===== config.mk =====
export PLATFORM = sky130hd
export DESIGN_NAME = ysyx_23060075_axi_lite_master
export DESIGN_NICKNAME = d
export VERILOG_FILES = /design/src/rtl/ysyx_23060075_axi_lite_master_pkg.sv /design/src/rtl/ysyx_23060075_axi_lite_master.sv
export SDC_FILE = /design/constraint.sdc
export NUM_CORES = 1
export LEC_CHECK = 0
export ABC_CLOCK_PERIOD_IN_PS = 3780
export BUFFER_PORTS_ARGS = -buffer_cell sky130_fd_sc_hd__buf_2
export CORE_AREA = 2 2 122 124
export CTS_CLUSTER_SIZE = 12
export DETAILED_ROUTE_END_ITERATION = 12
export DIE_AREA = 0 0 124 126
export HOLD_SLACK_MARGIN = 0.05
export PLACE_DENSITY = 0.61
export SETUP_SLACK_MARGIN = 0.4
export SLEW_MARGIN = 25
export SYNTH_ARGS = -nofsm -noshare
export SYNTH_HDL_FRONTEND = slang
export SYNTH_SLANG_ARGS = --single-unit

===== constraint.sdc =====
create_clock -name clk -period 3.78 [get_ports clk]
set_input_delay 0.378 -clock clk [delete_from_list [all_inputs] [get_ports clk]]
set_output_delay 0.378 -clock clk [all_outputs]
set_load 0.02 [all_outputs]

===== src/rtl/ysyx_23060075_axi_lite_master_pkg.sv =====
// Shared widths, AXI response codes and FSM encoding for the AXI-lite initiator.
// Kept in one package so the responder side and the bench agree on encodings.
package ysyx_23060075_axi_lite_master_pkg;

    localparam int ISA_WIDTH      = 32;
    localparam int MEM_MASK_WIDTH = 4;

    localparam logic [1:0] RESP_OKAY   = 2'b00;
    localparam logic [1:0] RESP_EXOKAY = 2'b01;
    localparam logic [1:0] RESP_SLVERR = 2'b10;
    localparam logic [1:0] RESP_DECERR = 2'b11;

    typedef enum logic [2:0] {
        ST_IDLE = 3'd0,
        ST_AR   = 3'd1,
        ST_R    = 3'd2,
        ST_WR   = 3'd3,
        ST_B    = 3'd4,
        ST_RESP = 3'd5
    } state_e;

    // Anything other than OKAY is reported to the CPU as an error, EXOKAY included.
    function automatic logic resp_is_err(input logic [1:0] resp);
        return resp != RESP_OKAY;
    endfunction

endpackage


===== src/rtl/ysyx_23060075_axi_lite_master.sv =====
// AXI-lite initiator: one outstanding CPU request turned into an AR/R or AW/W/B transaction,
// with the result held on a valid/ready response port. Every AXI and response output is a flop.
module ysyx_23060075_axi_lite_master
    import ysyx_23060075_axi_lite_master_pkg::*;
#(
    parameter int ADDR_WIDTH = ISA_WIDTH,
    parameter int DATA_WIDTH = ISA_WIDTH,
    parameter int STRB_WIDTH = MEM_MASK_WIDTH,
    parameter int RESP_WIDTH = ISA_WIDTH
) (
    input  logic                  clk,
    input  logic                  rst,
    input  logic                  req_valid,
    output logic                  req_ready,
    input  logic                  req_wen,
    input  logic [ADDR_WIDTH-1:0] req_addr,
    input  logic [DATA_WIDTH-1:0] req_wdata,
    input  logic [STRB_WIDTH-1:0] req_wmask,
    output logic                  resp_valid,
    input  logic                  resp_ready,
    output logic [DATA_WIDTH-1:0] resp_rdata,
    output logic                  resp_err,
    output logic [ADDR_WIDTH-1:0] axi_araddr,
    output logic                  axi_arvalid,
    input  logic                  axi_arready,
    input  logic [DATA_WIDTH-1:0] axi_rdata,
    input  logic [RESP_WIDTH-1:0] axi_rresp,
    input  logic                  axi_rvalid,
    output logic                  axi_rready,
    output logic [ADDR_WIDTH-1:0] axi_awaddr,
    output logic                  axi_awvalid,
    input  logic                  axi_awready,
    output logic [DATA_WIDTH-1:0] axi_wdata,
    output logic [STRB_WIDTH-1:0] axi_wstrb,
    output logic                  axi_wvalid,
    input  logic                  axi_wready,
    input  logic [RESP_WIDTH-1:0] axi_bresp,
    input  logic                  axi_bvalid,
    output logic                  axi_bready
);

    state_e                state_q, state_d;
    logic [ADDR_WIDTH-1:0] addr_q, addr_d;
    logic [DATA_WIDTH-1:0] wdata_q, wdata_d;
    logic [STRB_WIDTH-1:0] wmask_q, wmask_d;
    logic [DATA_WIDTH-1:0] rdata_q, rdata_d;
    logic                  err_q, err_d;
    logic                  arvalid_q, arvalid_d;
    logic                  rready_q, rready_d;
    logic                  awvalid_q, awvalid_d;
    logic                  wvalid_q, wvalid_d;
    logic                  bready_q, bready_d;
    logic                  resp_valid_q, resp_valid_d;
    logic                  aw_done_q, aw_done_d;
    logic                  w_done_q, w_done_d;

    logic req_fire, ar_fire, r_fire, b_fire, resp_fire;
    logic aw_done_now, w_done_now;
    logic unused_resp_bits;

    assign req_ready   = (state_q == ST_IDLE);
    assign req_fire    = req_valid && req_ready;
    assign ar_fire     = arvalid_q && axi_arready;
    assign r_fire      = rready_q && axi_rvalid;
    assign b_fire      = bready_q && axi_bvalid;
    assign resp_fire   = resp_valid_q && resp_ready;
    // A channel counts as done in the cycle its handshake happens, so AW and W may finish together.
    assign aw_done_now = aw_done_q || (awvalid_q && axi_awready);
    assign w_done_now  = w_done_q || (wvalid_q && axi_wready);

    assign unused_resp_bits = ^{axi_rresp, axi_bresp};

    always_ff @(posedge clk) begin
        if (rst) begin
            state_q      <= ST_IDLE;
            addr_q       <= '0;
            wdata_q      <= '0;
            wmask_q      <= '0;
            rdata_q      <= '0;
            err_q        <= 1'b0;
            arvalid_q    <= 1'b0;
            rready_q     <= 1'b0;
            awvalid_q    <= 1'b0;
            wvalid_q     <= 1'b0;
            bready_q     <= 1'b0;
            resp_valid_q <= 1'b0;
            aw_done_q    <= 1'b0;
            w_done_q     <= 1'b0;
        end else begin
            state_q      <= state_d;
            addr_q       <= addr_d;
            wdata_q      <= wdata_d;
            wmask_q      <= wmask_d;
            rdata_q      <= rdata_d;
            err_q        <= err_d;
            arvalid_q    <= arvalid_d;
            rready_q     <= rready_d;
            awvalid_q    <= awvalid_d;
            wvalid_q     <= wvalid_d;
            bready_q     <= bready_d;
            resp_valid_q <= resp_valid_d;
            aw_done_q    <= aw_done_d;
            w_done_q     <= w_done_d;
        end
    end

    always_comb begin
        state_d = state_q;
        case (state_q)
            ST_IDLE: if (req_fire) state_d = req_wen ? ST_WR : ST_AR;
            ST_AR:   if (ar_fire) state_d = ST_R;
            ST_R:    if (r_fire) state_d = ST_RESP;
            ST_WR:   if (aw_done_now && w_done_now) state_d = ST_B;
            ST_B:    if (b_fire) state_d = ST_RESP;
            ST_RESP: if (resp_fire) state_d = ST_IDLE;
            default: state_d = ST_IDLE;
        endcase
    end

    // Outputs are computed one cycle ahead so every valid/ready leaves the block from a flop.
    always_comb begin
        addr_d       = addr_q;
        wdata_d      = wdata_q;
        wmask_d      = wmask_q;
        rdata_d      = rdata_q;
        err_d        = err_q;
        aw_done_d    = aw_done_q;
        w_done_d     = w_done_q;
        arvalid_d    = 1'b0;
        rready_d     = 1'b0;
        awvalid_d    = 1'b0;
        wvalid_d     = 1'b0;
        bready_d     = 1'b0;
        resp_valid_d = 1'b0;
        case (state_q)
            ST_IDLE: begin
                if (req_fire) begin
                    addr_d    = req_addr;
                    wdata_d   = req_wdata;
                    wmask_d   = req_wmask;
                    arvalid_d = !req_wen;
                    awvalid_d = req_wen;
                    wvalid_d  = req_wen;
                    aw_done_d = 1'b0;
                    w_done_d  = 1'b0;
                end
            end
            ST_AR: begin
                arvalid_d = !axi_arready;
                rready_d  = axi_arready;
            end
            ST_R: begin
                if (axi_rvalid) begin
                    rdata_d      = axi_rdata;
                    err_d        = resp_is_err(axi_rresp[1:0]);
                    resp_valid_d = 1'b1;
                end else begin
                    rready_d = 1'b1;
                end
            end
            ST_WR: begin
                aw_done_d = aw_done_now;
                w_done_d  = w_done_now;
                awvalid_d = !aw_done_now;
                wvalid_d  = !w_done_now;
                bready_d  = aw_done_now && w_done_now;
            end
            ST_B: begin
                if (axi_bvalid) begin
                    rdata_d      = '0;
                    err_d        = resp_is_err(axi_bresp[1:0]);
                    resp_valid_d = 1'b1;
                end else begin
                    bready_d = 1'b1;
                end
            end
            ST_RESP: resp_valid_d = !resp_ready;
            default: ;
        endcase
    end

    assign axi_araddr  = addr_q;
    assign axi_arvalid = arvalid_q;
    assign axi_rready  = rready_q;
    assign axi_awaddr  = addr_q;
    assign axi_awvalid = awvalid_q;
    assign axi_wdata   = wdata_q;
    assign axi_wstrb   = wmask_q;
    assign axi_wvalid  = wvalid_q;
    assign axi_bready  = bready_q;
    assign resp_valid  = resp_valid_q;
    assign resp_rdata  = rdata_q;
    assign resp_err    = err_q;

endmodule


==> results of run 1 <==
[sequential cells by signal (all words and copies together) (netlist names)]
| register | count |
|---|---|
| axi_araddr | 32 |
| axi_wdata | 32 |
| resp_rdata | 32 |
| axi_wstrb | 4 |
| state_q | 3 |
| aw_done_q | 1 |
| axi_arvalid | 1 |
| axi_awvalid | 1 |
| axi_bready | 1 |
| axi_rready | 1 |
| axi_wvalid | 1 |
| resp_err | 1 |
| resp_valid | 1 |
| w_done_q | 1 |
[final timing paths]
check                        to  depth (start not counted)
hold / removal     axi_wdata[6]                          3
setup / recovery  axi_wdata[15]                          5
setup reg to reg  axi_wdata[15]                          5
hold reg to reg   resp_rdata[8]                          2
[cells by family after synthesis]
logic type / Yosys count
AOI/OAI and AO/OA: 121
buffers and inverters: 75
DFF: 112
muxes: 2
and+or+nand+nor: 236
[cells in the final DEF (no fill, tap or decap), drive strengths merged]
master,count
or3b,1
and3b,1
clkbuf,11
nand3,36
o21ai,3
a21oi,108
mux2i,2
o22a,1
a21o,1
clkinvlp,2
nand2b,5
clkinv,3
inv,3
o311ai,1
nor2b,1
buf,258
nand4b,1
o22ai,2
a211o,1
a2111oi,1
and2,2
o211ai,1
or3,1
nand3b,3
nand2,175
nor2,6
a31oi,1
a32oi,1
dfxtp,112
nor3,4
[final cells by class]
cell class / count / area, µm² / area share
inverters: 3 / 11.3 / 0.00197
clock inverters: 5 / 33.8 / 0.00591
flip-flops and latches: 112 / 2240 / 0.392
multi-input cells: 359 / 1660 / 0.291
clock buffers: 11 / 233 / 0.0407
repair buffers: 258 / 1310 / 0.228
well taps: 184 / 230 / 0.0403
[stage by stage]
step                power (mW)  instance area, µm²  hold slack [ps]  std cells
floorplan                 2.63                4360              448        546
global placement          2.98                5450              437        916
detailed placement        2.99                5450              441        916
CTS                       3.89                5720              237        932
global route              4.07                5720              249        932
finish                    3.81                5720              253        932
[worst min-delay path, delay by kind of cell]
family / cells / cell delay (ps)
simple gates: 1 / 40
buf+inv: 1 / 90
compound gates: 1 / 50
[layer usage]
layer | global-route usage | vias up | share of wire
met5 | 0 | - | 0
met4 | 0.0522 | 0 | 0.017
met3 | 0.0548 | 13 | 0.073
met2 | 0.248 | 147 | 0.47
met1 | 0.181 | 1887 | 0.44
li1 | - | 2151 | -
[power groups by stage]
| stage | sequential [mW] | clock, mW | combinational, mW |
|---|---|---|---|
| after floorplan | 1.82 | 0 | 0.804 |
| after global placement | 1.58 | 0 | 1.40 |
| after detailed placement | 1.59 | 0 | 1.41 |
| after CTS | 1.56 | 0.917 | 1.41 |
| after global routing | 1.59 | 0.955 | 1.53 |
| final | 1.56 | 0.869 | 1.38 |
==> summary by stage, run 1 <==
Worst hold path
The startpoint identified for the worst hold timing path is req_wdata[6]. The kind of path behind the tightest hold check is primary input to register.

Power and ir drop
Cell internal power was estimated by the tool at 2.30 mW. IR analysis of the VDD net gives a maximum drop of 0.411 mV. The combinational power share is 0.363. The net load switching power is 1.52 mW.

Of the total power, registers draw 0.409. The share of total power dissipated in the clock network is 0.228. Of the total power, the share spent switching nets is 0.398. The static leakage power is 2.69 nW.

For this design the ratio of total power to cell area is 667 mW/mm².

Detailed routing
The number of nets still failing antenna checks after routing is 0. Across all layers, the routed design uses 4,198 vias. The DRC violations left is 0.

The average wire length per cell after detail routing is 13.1 µm. Dividing the detail-routed via count by the number of cells gives 4.50. The final routed wirelength across all metal layers is 12,200 µm.

The DRC marker count from the first detailed-route iteration is 165. The first TritonRoute pass finished after 6 iterations.

STA
Setup repair after global routing left no endpoint under its margin. The final-layout setup total negative slack is 0 ps. The worst pin sits at a relative slew slack of 0.415.

Timing would allow up to 0.454 GHz. In the finished design, the share of the clock period the worst path needs comes to 0.583. The number of setup violations in the final report is 0.

The final max-slew violation count is 0. The time the final worst path needs with I/O delays and setup is 2210 ps. The clock skew is 4.85 ps.

The transition at the pin with the smallest max-transition slack is 875 ps. The worst-case setup margin in the final layout is 1570 ps. The count of final hold-check violations is 0.

Clocking
Buffers inserted to repair hold after CTS numbered 0. In this run, CTS created clock tree buffers numbering 9. The CTS H-tree depth is 3.

The number of buffers on the longest clock path is 2. The insertion delay of the later-clocked pin in the worst-skew pair is 350 ps. The clock tree root buffer cell is sky130_fd_sc_hd__clkbuf_16. The number of sinks on the clock net is 112. Once the clock tree was built, the resizer swapped 0 gates to a different size.

Post-CTS timing repair inserted 0 buffers for setup. The clock tree from TritonCTS is done. The register clock-pin slew on the reported worst setup and hold paths is 70 ps.

Placement
The global placement routability congestion is 0.756. Detailed placement ended at an HPWL of 8600 µm. Timing analysis after detailed placement gives a worst setup slack of 1510 ps. The total of buffers placed on input and output ports is 253.

Setup path
The setup slack of the worst register-to-register path is 1570 ps. The sum of buffers and inverters on the critical path is 1. The cell with the biggest individual delay on the critical path is sky130_fd_sc_hd__and2_2. The delay of the slowest cell on the worst path is 590 ps. The gate family responsible for the most delay along the worst path is simple AND/OR/NAND/NOR gates.

Data on the critical path is required at its endpoint by 4050 ps. The critical setup path kind is register to register. The startpoint identified for the worst register-to-register timing path is state_q[0]. The kind of end point of the critical path is a register.

The signal arrival time at the worst endpoint is 2470 ps. The most critical setup path has its startpoint at state_q[0]. The sort of element at the start of the critical path is a register. The critical path goes through nor3_2 -> and2_2 -> buf_4 -> nand2_1 -> a21oi_1. The maximum fanout along the worst path is 39.

Die
The count of pins on the block boundary is 314. The total area inside the core boundary comes to 0.0143 mm². The floorplan step set the die width to 124 µm. The starting density of the core is 0.305. The die is 126 µm tall. Row generation in the floorplan step produced 44 rows. The die covers 0.0156 mm².

Synth
Of the total synthesized cell area, the portion taken by AND, OR, NAND and NOR gates is 0.228. The count of warnings emitted by yosys is 0. By area the synthesized netlist is led by sky130_fd_sc_hd__dfxtp_1 (51%), sky130_fd_sc_hd__nand2_1 (15%), sky130_fd_sc_hd__a21oi_1 (12%), sky130_fd_sc_hd__buf_4 (5.7%), sky130_fd_sc_hd__nand3_1 (4.1%). After synthesis, the netlist uses 34 different library cells. The post-synthesis instance total is 546. When the netlist entered floorplanning its net count stood at 720.

After synthesis the netlist holds a flip-flop and latch count of 112. Counting flops with a built-in enable in the synthesized netlist gives 0. The fraction of the mapped netlist area in compound gates is 0.148. The most instantiated flip-flop cell in the synthesis netlist is sky130_fd_sc_hd__dfxtp_1. Summing every instance area after synthesis gives 0.00436 mm². Of all cell types, the one taking the most synthesized area is sky130_fd_sc_hd__dfxtp_1. The adder and majority cell fraction of the synthesized area is 0.

The average instance in the mapped netlist occupies 7.98 µm². The multiplexer fraction of the synthesized cell area is 0.00459. After synthesis, the largest family of logic cells by area is simple AND/OR/NAND/NOR gates.

Of the total synthesized cell area, the portion taken by XOR and XNOR cells is 0. The share of synthesized area in the top cell type comes to 0.514. Of the synthesized area, sequential elements account for 0.514. The async set or reset register ratio after synthesis is 0. The commonest cells after synthesis are sky130_fd_sc_hd__nand2_1 (175), sky130_fd_sc_hd__dfxtp_1 (112), sky130_fd_sc_hd__a21oi_1 (107). The most frequently used cell type in the post-synthesis netlist is sky130_fd_sc_hd__nand2_1.

Flow run
Max-cap violations in this run came to 0.

Global routing
The global-route wire length before repair is 18,500 µm. The initial antenna violation count is 0. After global routing the overflow that remains totals 0. Entering global routing, the biggest net connects 67 pins. Across every metal layer, demand over resource in global routing totals 0.151.

The number of global-route vias before repair is 3,689.

Final layout
Once layout is complete, the utilization of the core stands at 0.400. After filler insertion, the fill cell instance count of the layout stands at 1,546. Of the cells placed in the final design, the portion with a size suffix greater than 1 is 0.372.

The area growth from synthesis to final layout is 31.2%. The count of nets after finishing is 917. The number of antenna diodes in the final layout is 0.

Status
The flow ran to the end, and the final reports show no timing, DRC or antenna violations.
No activity file was read; power rests on OpenSTA's default activity.
==> inputs of run 2 (changes only) <==
ABC_AREA = 1   (was unset)
ABC_CLOCK_PERIOD_IN_PS = 2310   (was 3780)
CORE_AREA = 2 2 123 125   (was 2 2 122 124)
DIE_AREA = 0 0 125 127   (was 0 0 124 126)
PLACE_DENSITY = 0.63   (was 0.61)
clock period = 2.31 ns   (was 3.78 ns; I/O delays follow)
==> run 2 against run 1 <==
Hold slack lost 110 ps. Flip-flop and latch count unchanged. Area after synthesis up 8.8%. Count of clock-buffer cells in the layout decreased by 2. Clock power grew 83%. Sequential share of layout area down 3.1 points. Worst setup slack worse by 1000 ps. Combinational power grew 130%. Sequential power grew 75%. Critical endpoint is now req_ready. Largest cell class unchanged.
==> summary by stage, run 2 <==
STA
The transition at the pin with the smallest max-transition slack is 844 ps (was 875 ps). The worst path needs 1750 ps of the cycle, external delays included. In the finished design, the share of the clock period the worst path needs comes to 0.759. The final-layout setup total negative slack is 0 ps (unchanged). The highest clock rate is 0.570 GHz.

The count of final hold-check violations came to 0 (unchanged). Setup repair after global routing missed its margin: false (unchanged). The final max-slew violation count came to 0 (unchanged).

The clock skew was 9.54 ps (was 4.85 ps). The worst-case headroom to the max-slew limit is 0.438 (was 0.415). The number of setup violations in the final report is 0 (unchanged).

Power and ir drop
The worst vdd rail ir drop was 0.482 mV (was 0.411 mV). The net load switching power is 3.16 mW (was 1.52 mW). The overall power after layout is 7.55 mW (was 3.81 mW). The clock network fraction of total power is 0.211 (was 0.228). The switching power as a share of total power is 0.418 (was 0.398).

The power density of the placed cells was 1210 mW/mm² (was 667 mW/mm²). The internal power of the cells was 4.39 mW (was 2.30 mW). The combinational power share was 0.428 (was 0.363). The sequential share of power came to 0.361 (was 0.409). The static leakage power is 3.11 nW (was 2.69 nW).

Clocking
The number of sinks on the clock net came to 112 (unchanged). The clock tree root buffer cell is sky130_fd_sc_hd__clkbuf_16 (unchanged). The CTS H-tree depth is 3 (unchanged). The clock tree from TritonCTS is done (unchanged). The register clock-pin slew on the reported worst setup and hold paths is 80 ps (was 70 ps).

The number of buffers created by CTS was 9 (unchanged). The number of buffers on the longest clock path is 2 (unchanged). The count of hold buffers inserted by post-cts repair is 0 (unchanged).

The insertion delay of the later-clocked pin in the worst-skew pair is 340 ps (was 350 ps).

Detailed routing
The overall via count from detail_route came to 4,673 (was 4,198). The number of nets still failing antenna checks after routing is 0 (unchanged). The DRC violations left is 0 (unchanged). The average wire length per cell after detail routing is 12.8 µm (was 13.1 µm). The final routed wirelength across all metal layers is 13,200 µm (was 12,200 µm). The number of detailed-route iterations in the first pass is 4 (was 6). The DRC marker count from the first detailed-route iteration is 218 (was 165). The average via count per standard cell is 4.54 (was 4.50).

Global routing
The initial antenna violation count came to 1 (was 0). The sum of overflow across all layers after global routing is 0 (unchanged). The global-route wire length before repair is 21,000 µm (was 18,500 µm). The number of global-route vias before repair is 4,203 (was 3,689).

The largest net degree at the start of global routing is 76 (was 67). The overall routing resource usage was 0.159 (was 0.151).

Flow run
The max-cap violation count is 0 (unchanged).

Final layout
The count of nets after finishing is 1,015 (was 917). The layout cell share with drive strength beyond 1 is 0.336 (was 0.372). Most used cells in the layout excluding fill and tap cells: sky130_fd_sc_hd__buf_2 (253), sky130_fd_sc_hd__dfxtp_1 (111), sky130_fd_sc_hd__a21oi_1 (109) (was sky130_fd_sc_hd__buf_2 (252), sky130_fd_sc_hd__nand2_1 (174), sky130_fd_sc_hd__dfxtp_1 (112)). The most common library cell in the layout ignoring fill and taps is sky130_fd_sc_hd__buf_2 (unchanged). The area growth from synthesis to final layout was 31.1% (was 31.2%). The area taken by flip-flops and latches is 0.00224 mm² (about the same).

The final-layout fill cell count is 1,546 (unchanged). The total area of multi-input combinational cells is 0.00174 mm² (was 0.00166 mm²). The number of inserted diodes is 0 (unchanged). The total non-filler cell area in the finished layout came to 0.00622 mm² (was 0.00572 mm²).

Synth
The count of warnings emitted by yosys is 0 (unchanged). Commonest cells in the synthesized netlist: sky130_fd_sc_hd__dfxtp_1 (112), sky130_fd_sc_hd__a21oi_1 (109), sky130_fd_sc_hd__nand2_1 (98) (was sky130_fd_sc_hd__nand2_1 (175), sky130_fd_sc_hd__dfxtp_1 (112), sky130_fd_sc_hd__a21oi_1 (107)). The combined area of all synthesized cells is 0.00474 mm² (was 0.00436 mm²). The count of cell types in the netlist is 18 (was 34). The most instantiated flip-flop cell in the synthesis netlist was sky130_fd_sc_hd__dfxtp_1 (unchanged).

The mean instance size in the synthesized netlist is 7.36 µm² (was 7.98 µm²). The number of enable-type register cells in the synthesized netlist is 0 (unchanged). Cell types occupying the most area after synthesis: sky130_fd_sc_hd__dfxtp_1 (47%), sky130_fd_sc_hd__a21oi_1 (11%), sky130_fd_sc_hd__nand3_1 (8.3%), sky130_fd_sc_hd__nand2_1 (7.8%), sky130_fd_sc_hd__inv_1 (6.1%) (was sky130_fd_sc_hd__dfxtp_1 (51%), sky130_fd_sc_hd__nand2_1 (15%), sky130_fd_sc_hd__a21oi_1 (12%), sky130_fd_sc_hd__buf_4 (5.7%), sky130_fd_sc_hd__nand3_1 (4.1%)). The post-synthesis instance total is 645 (was 546).

The async set or reset register ratio after synthesis is 0 (unchanged). The area share of the largest cell type after synthesis is 0.473 (was 0.514). The portion of the post-synthesis area used by sequential elements came to 0.473 (was 0.514).

The total nets after synthesis was 819 (was 720). The number of register bits inferred by synthesis is 112 (unchanged). The most area-hungry cell type in the Yosys netlist is sky130_fd_sc_hd__dfxtp_1 (unchanged). The most frequently used cell type in the post-synthesis netlist is sky130_fd_sc_hd__dfxtp_1 (was sky130_fd_sc_hd__nand2_1).

Setup path
The critical setup path kind was register to output port (was register to register). The maximum fanout along the worst path is 36 (was 39). The endpoint required time on the critical path is 2080 ps (was 4050 ps). The cell with the biggest individual delay on the critical path is sky130_fd_sc_hd__dfxtp_1 (was sky130_fd_sc_hd__and2_2). The signal arrival time at the worst endpoint came to 1520 ps (was 2470 ps). The gate family responsible for the most delay along the worst path is buffers and inverters (was simple AND/OR/NAND/NOR gates). The kind of end point of the critical path is an output port (was register). The sort of element at the start of the critical path was a register (unchanged). Critical path cell sequence: nor3_4 -> buf_12 -> buf_2 (was nor3_2 -> and2_2 -> buf_4 -> nand2_1 -> a21oi_1). The sum of buffers and inverters on the critical path came to 2 (was 1). The delay of the slowest cell on the worst path is 410 ps (was 590 ps).

Placement
The cell area after placement is 0.00588 mm² (was 0.00545 mm²). The HPWL after detailed placement was 8620 µm (was 8600 µm). The global placement routability congestion is 0.758 (was 0.756). The total of buffers placed on input and output ports was 253 (unchanged).

Worst hold path
The kind of path behind the tightest hold check is primary input to register (unchanged).

Die
The die area is 0.0159 mm² (was 0.0156 mm²). The count of standard-cell rows was 44 (unchanged). The placeable core area was 0.0144 mm² (was 0.0143 mm²).

The die outline height came to 127 µm (was 126 µm). The starting density of the core was 0.329 (was 0.305). The floorplan die width was 125 µm (was 124 µm). The count of pins on the block boundary came to 314 (unchanged).

Status
Status: finished, final reports clean (unchanged).
## run 2: layout make-up
class	instances	share of cell area
Clock buffer	9	0.0362
Multi-Input combinational cell	378	0.280
Tap cell	184	0.0370
Timing Repair Buffer	263	0.228
Clock inverter	7	0.0125
Inverter	77	0.0465
Sequential cell	112	0.361
## run 2: final timing paths
check        cells past startpoint       endpoint  slack [ps]     startpoint
max                              3      req_ready         560     state_q[2]
min                              3  axi_wdata[31]         150  req_wdata[31]
max reg2reg                      8  resp_rdata[9]         710     state_q[1]
min reg2reg                      2  resp_rdata[8]         440  resp_rdata[8]
## run 2: logic make-up after synthesis
kind of cell,after synthesis,synth area share
compound gates,149,0.158
buf+inv,155,0.161
flops,112,0.473
simple gates,229,0.208
## run 2: metal layers
metal	global-route usage	wire length, µm	vias up
met4	0.0353	117	2
met5	0	13	-
met3	0.0544	1040	10
li1	-	-	2419
met1	0.210	6060	2080
met2	0.253	5950	162
## run 2: timing repair
action,4_1_cts,5_1_grt
setup buffers,0,1
pin swaps,1,1
setup endpoints to repair,1,6
gates resized for setup,0,1
gates cloned,1,0
## run 2: tightest hold or removal path: cells and delay by family
kind	cells	cell delay [ps]
AO/OA/AOI/OAI	1	60
buffers and inverters	1	100
AND/OR/NAND/NOR	1	70
## run 2: power by group through the flow
stage | clock [mW] | combinational [mW] | sequential, mW
after floorplan | 0 | 1.76 | 3.29
after global placement | 0 | 3.13 | 2.76
after detailed placement | 0 | 3.13 | 2.77
after CTS | 1.65 | 3.27 | 2.73
after global routing | 1.73 | 3.57 | 2.79
final | 1.59 | 3.23 | 2.73
## run 2: metrics by stage
step	hold WS, ps	setup WS (ps)	util	std cells
finish	146	557	0.431	1030
global placement	429	606	0.407	1012
global route	131	465	0.431	1030
floorplan	396	918	-	645
detailed placement	433	602	0.407	1012
CTS	131	445	0.431	1029
==> inputs of run 3 (changes only) <==
ABC_AREA = 0   (was 1)
ABC_CLOCK_PERIOD_IN_PS = 1800   (was 2310)
PLACE_DENSITY = 0.6   (was 0.63)
clock period = 1.8 ns   (was 2.31 ns; I/O delays follow)
==> run 3 against run 2 <==
Clock power increased by 28%. Flip-flop and latch count unchanged. Critical path depth increased by 4. Combinational power increased by 23%. Hold slack got worse by 89 ps. Final cell count decreased by 3.0%. Die area unchanged. Global-route usage decreased by 0.32 points.
==> summary by stage, run 3 (synthesis gave the netlist of run 1 again) <==
Status
Status: finished, final reports clean (unchanged).

Detailed routing
The number of detailed-route iterations in the first pass is 4 (unchanged). The overall via count from detail_route came to 4,600 (was 4,673). The average wire length per cell after detail routing was 14.5 µm (was 12.8 µm). The number of nets still failing antenna checks after routing is 0 (unchanged). The DRC marker count from the first detailed-route iteration is 213 (was 218). The average via count per standard cell came to 4.60 (was 4.54). The DRC violations left came to 0 (unchanged). The final routed wirelength across all metal layers is 14,500 µm (was 13,200 µm).

Clocking
The register clock-pin slew on the reported worst setup and hold paths is 80 ps (about the same). The clock tree root buffer cell is sky130_fd_sc_hd__clkbuf_16 (unchanged). The CTS H-tree depth is 3 (unchanged). The insertion delay of the later-clocked pin in the worst-skew pair came to 350 ps (was 340 ps). The number of sinks on the clock net was 112 (unchanged). The number of buffers on the longest clock path is 2 (unchanged). The clock tree from TritonCTS was done (unchanged).

The number of buffers created by CTS was 9 (unchanged).

Final layout
The area growth from synthesis to final layout is 58.1% (was 31.1%). The count of nets after finishing is 982 (was 1,015). The final core utilization came to 0.478 (was 0.431). The most common library cell in the layout ignoring fill and taps was sky130_fd_sc_hd__buf_2 (unchanged). The total non-filler cell area in the finished layout was 0.00689 mm² (was 0.00622 mm²). The layout cell share with drive strength beyond 1 was 0.435 (was 0.336).

Most used cells in the layout excluding fill and tap cells: sky130_fd_sc_hd__buf_2 (251), sky130_fd_sc_hd__nand2_1 (174), sky130_fd_sc_hd__dfxtp_1 (109) (was sky130_fd_sc_hd__buf_2 (253), sky130_fd_sc_hd__dfxtp_1 (111), sky130_fd_sc_hd__a21oi_1 (109)).

Die
The count of standard-cell rows is 44 (unchanged). The die area came to 0.0159 mm² (unchanged). The die outline height was 127 µm (unchanged). The placeable core area is 0.0144 mm² (unchanged).

The count of pins on the block boundary was 314 (unchanged). The starting density of the core came to 0.302 (was 0.329). The floorplan die width is 125 µm (unchanged).

STA
Derived from the worst setup path, the maximum achievable clock frequency is 0.688 GHz. The worst-case headroom to the max-slew limit is 0.763 (was 0.438). The number of setup violations in the final report is 0 (unchanged). The worst-case setup margin in the final layout came to 347 ps (was 557 ps). The final-layout setup total negative slack is 0 ps (unchanged).

In the finished design, the share of the clock period the worst path needs comes to 0.807. The final max-slew violation count is 0 (unchanged). The clock skew was 10.3 ps (was 9.54 ps). The time the final worst path needs with I/O delays and setup is 1450 ps.

The count of final hold-check violations is 0 (unchanged). Setup repair after global routing missed its margin: true (was false). The transition at the pin with the smallest max-transition slack is 356 ps (was 844 ps).

Placement
The cell area after placement came to 0.00560 mm² (was 0.00588 mm²). The global placement routability congestion is 0.772 (was 0.758). The pre-CTS setup slack is 248 ps (was 602 ps). The HPWL after detailed placement is 8690 µm (was 8620 µm).

The total of buffers placed on input and output ports is 253 (unchanged).

Setup path
The endpoint required time on the critical path is 2090 ps (was 2080 ps). The critical setup path kind is register to register (was register to output port). The length in cells of the worst reg-to-reg path is 7 (was 8). The maximum fanout along the worst path is 8 (was 36). The kind of end point of the critical path is a register (was output port). The sort of element at the start of the critical path was a register (unchanged). The signal arrival time at the worst endpoint is 1750 ps (was 1520 ps).

Global routing
The overall routing resource usage is 0.156 (was 0.159). The number of global-route vias before repair is 4,067 (was 4,203). The initial antenna violation count came to 2 (was 1).

The sum of overflow across all layers after global routing is 0 (unchanged). The global-route wire length before repair is 20,200 µm (was 21,000 µm). The largest net degree at the start of global routing came to 53 (was 76).

Power and ir drop
The power density of the placed cells came to 1340 mW/mm² (was 1210 mW/mm²). The worst vdd rail ir drop came to 0.758 mV (was 0.482 mV). The static leakage power is 3.12 nW (was 3.11 nW). The overall power after layout is 9.24 mW (was 7.55 mW).

Flow run
The max-cap violation count is 0 (unchanged).

Worst hold path
The kind of path behind the tightest hold check is primary input to register (unchanged). The depth of the worst hold-timing path is 3 (unchanged).
==> run 3: worst max-delay path: stages, from the launching register on <==
cell and delay, ps:
sky130_fd_sc_hd__dfxtp_2 330, sky130_fd_sc_hd__buf_6 120, sky130_fd_sc_hd__nand3b_1 210, sky130_fd_sc_hd__a21oi_4 200, sky130_fd_sc_hd__buf_12 150, sky130_fd_sc_hd__clkbuf_16 170
sky130_fd_sc_hd__nand3_2 80, sky130_fd_sc_hd__a21oi_2 120
==> run 3: layout make-up <==
class	count	area, µm²
fillers	1393	7530
repair buffers	323	2160
inverters	3	11.3
clock buffers	10	229
multi-input cells	359	1940
clock inverters	6	68.8
diodes	2	5.00
well taps	184	230
flip-flops and latches	112	2250
==> run 3: metal layers <==
layer / GRT usage / routed length [µm] / vias up
li1: - / - / 2286
met1: 0.194 / 6350 / 2130
met2: 0.254 / 6970 / 165
met3: 0.0448 / 888 / 19
met4: 0.0641 / 265 / 0
met5: 0 / 0 / -
==> run 3: path summary, 6_finish.rpt <==
path	from	end	slack [ps]
worst max-delay path	state_q[2]	resp_rdata[30]	350
worst min-delay path	axi_rdata[24]	resp_rdata[24]	60
worst max register to register	state_q[2]	resp_rdata[30]	350
worst min register to register	axi_wdata[20]	axi_wdata[20]	450
==> run 3: repair_timing <==
action	4_1_cts	5_1_grt
endpoints found under the hold margin	42	1
resized for setup	15	65
endpoints found under the setup margin	94	101
buffers inserted	0	4
cloned	0	8
pin swaps	2	46
hold buffers	42	1
==> run 3: metrics by stage <==
step	hold WS (ps)	std cells
after floorplan	316	546
after global placement	422	926
after detailed placement	426	926
after CTS	50.3	984
after global routing	47.0	999
final	57.7	999
==> run 3: report_power, final <==
part	total [mW]	switching, mW	internal [mW]
registers	3.24	0.281	2.96
clock network	2.03	0.941	1.09
logic	3.97	2.38	1.58
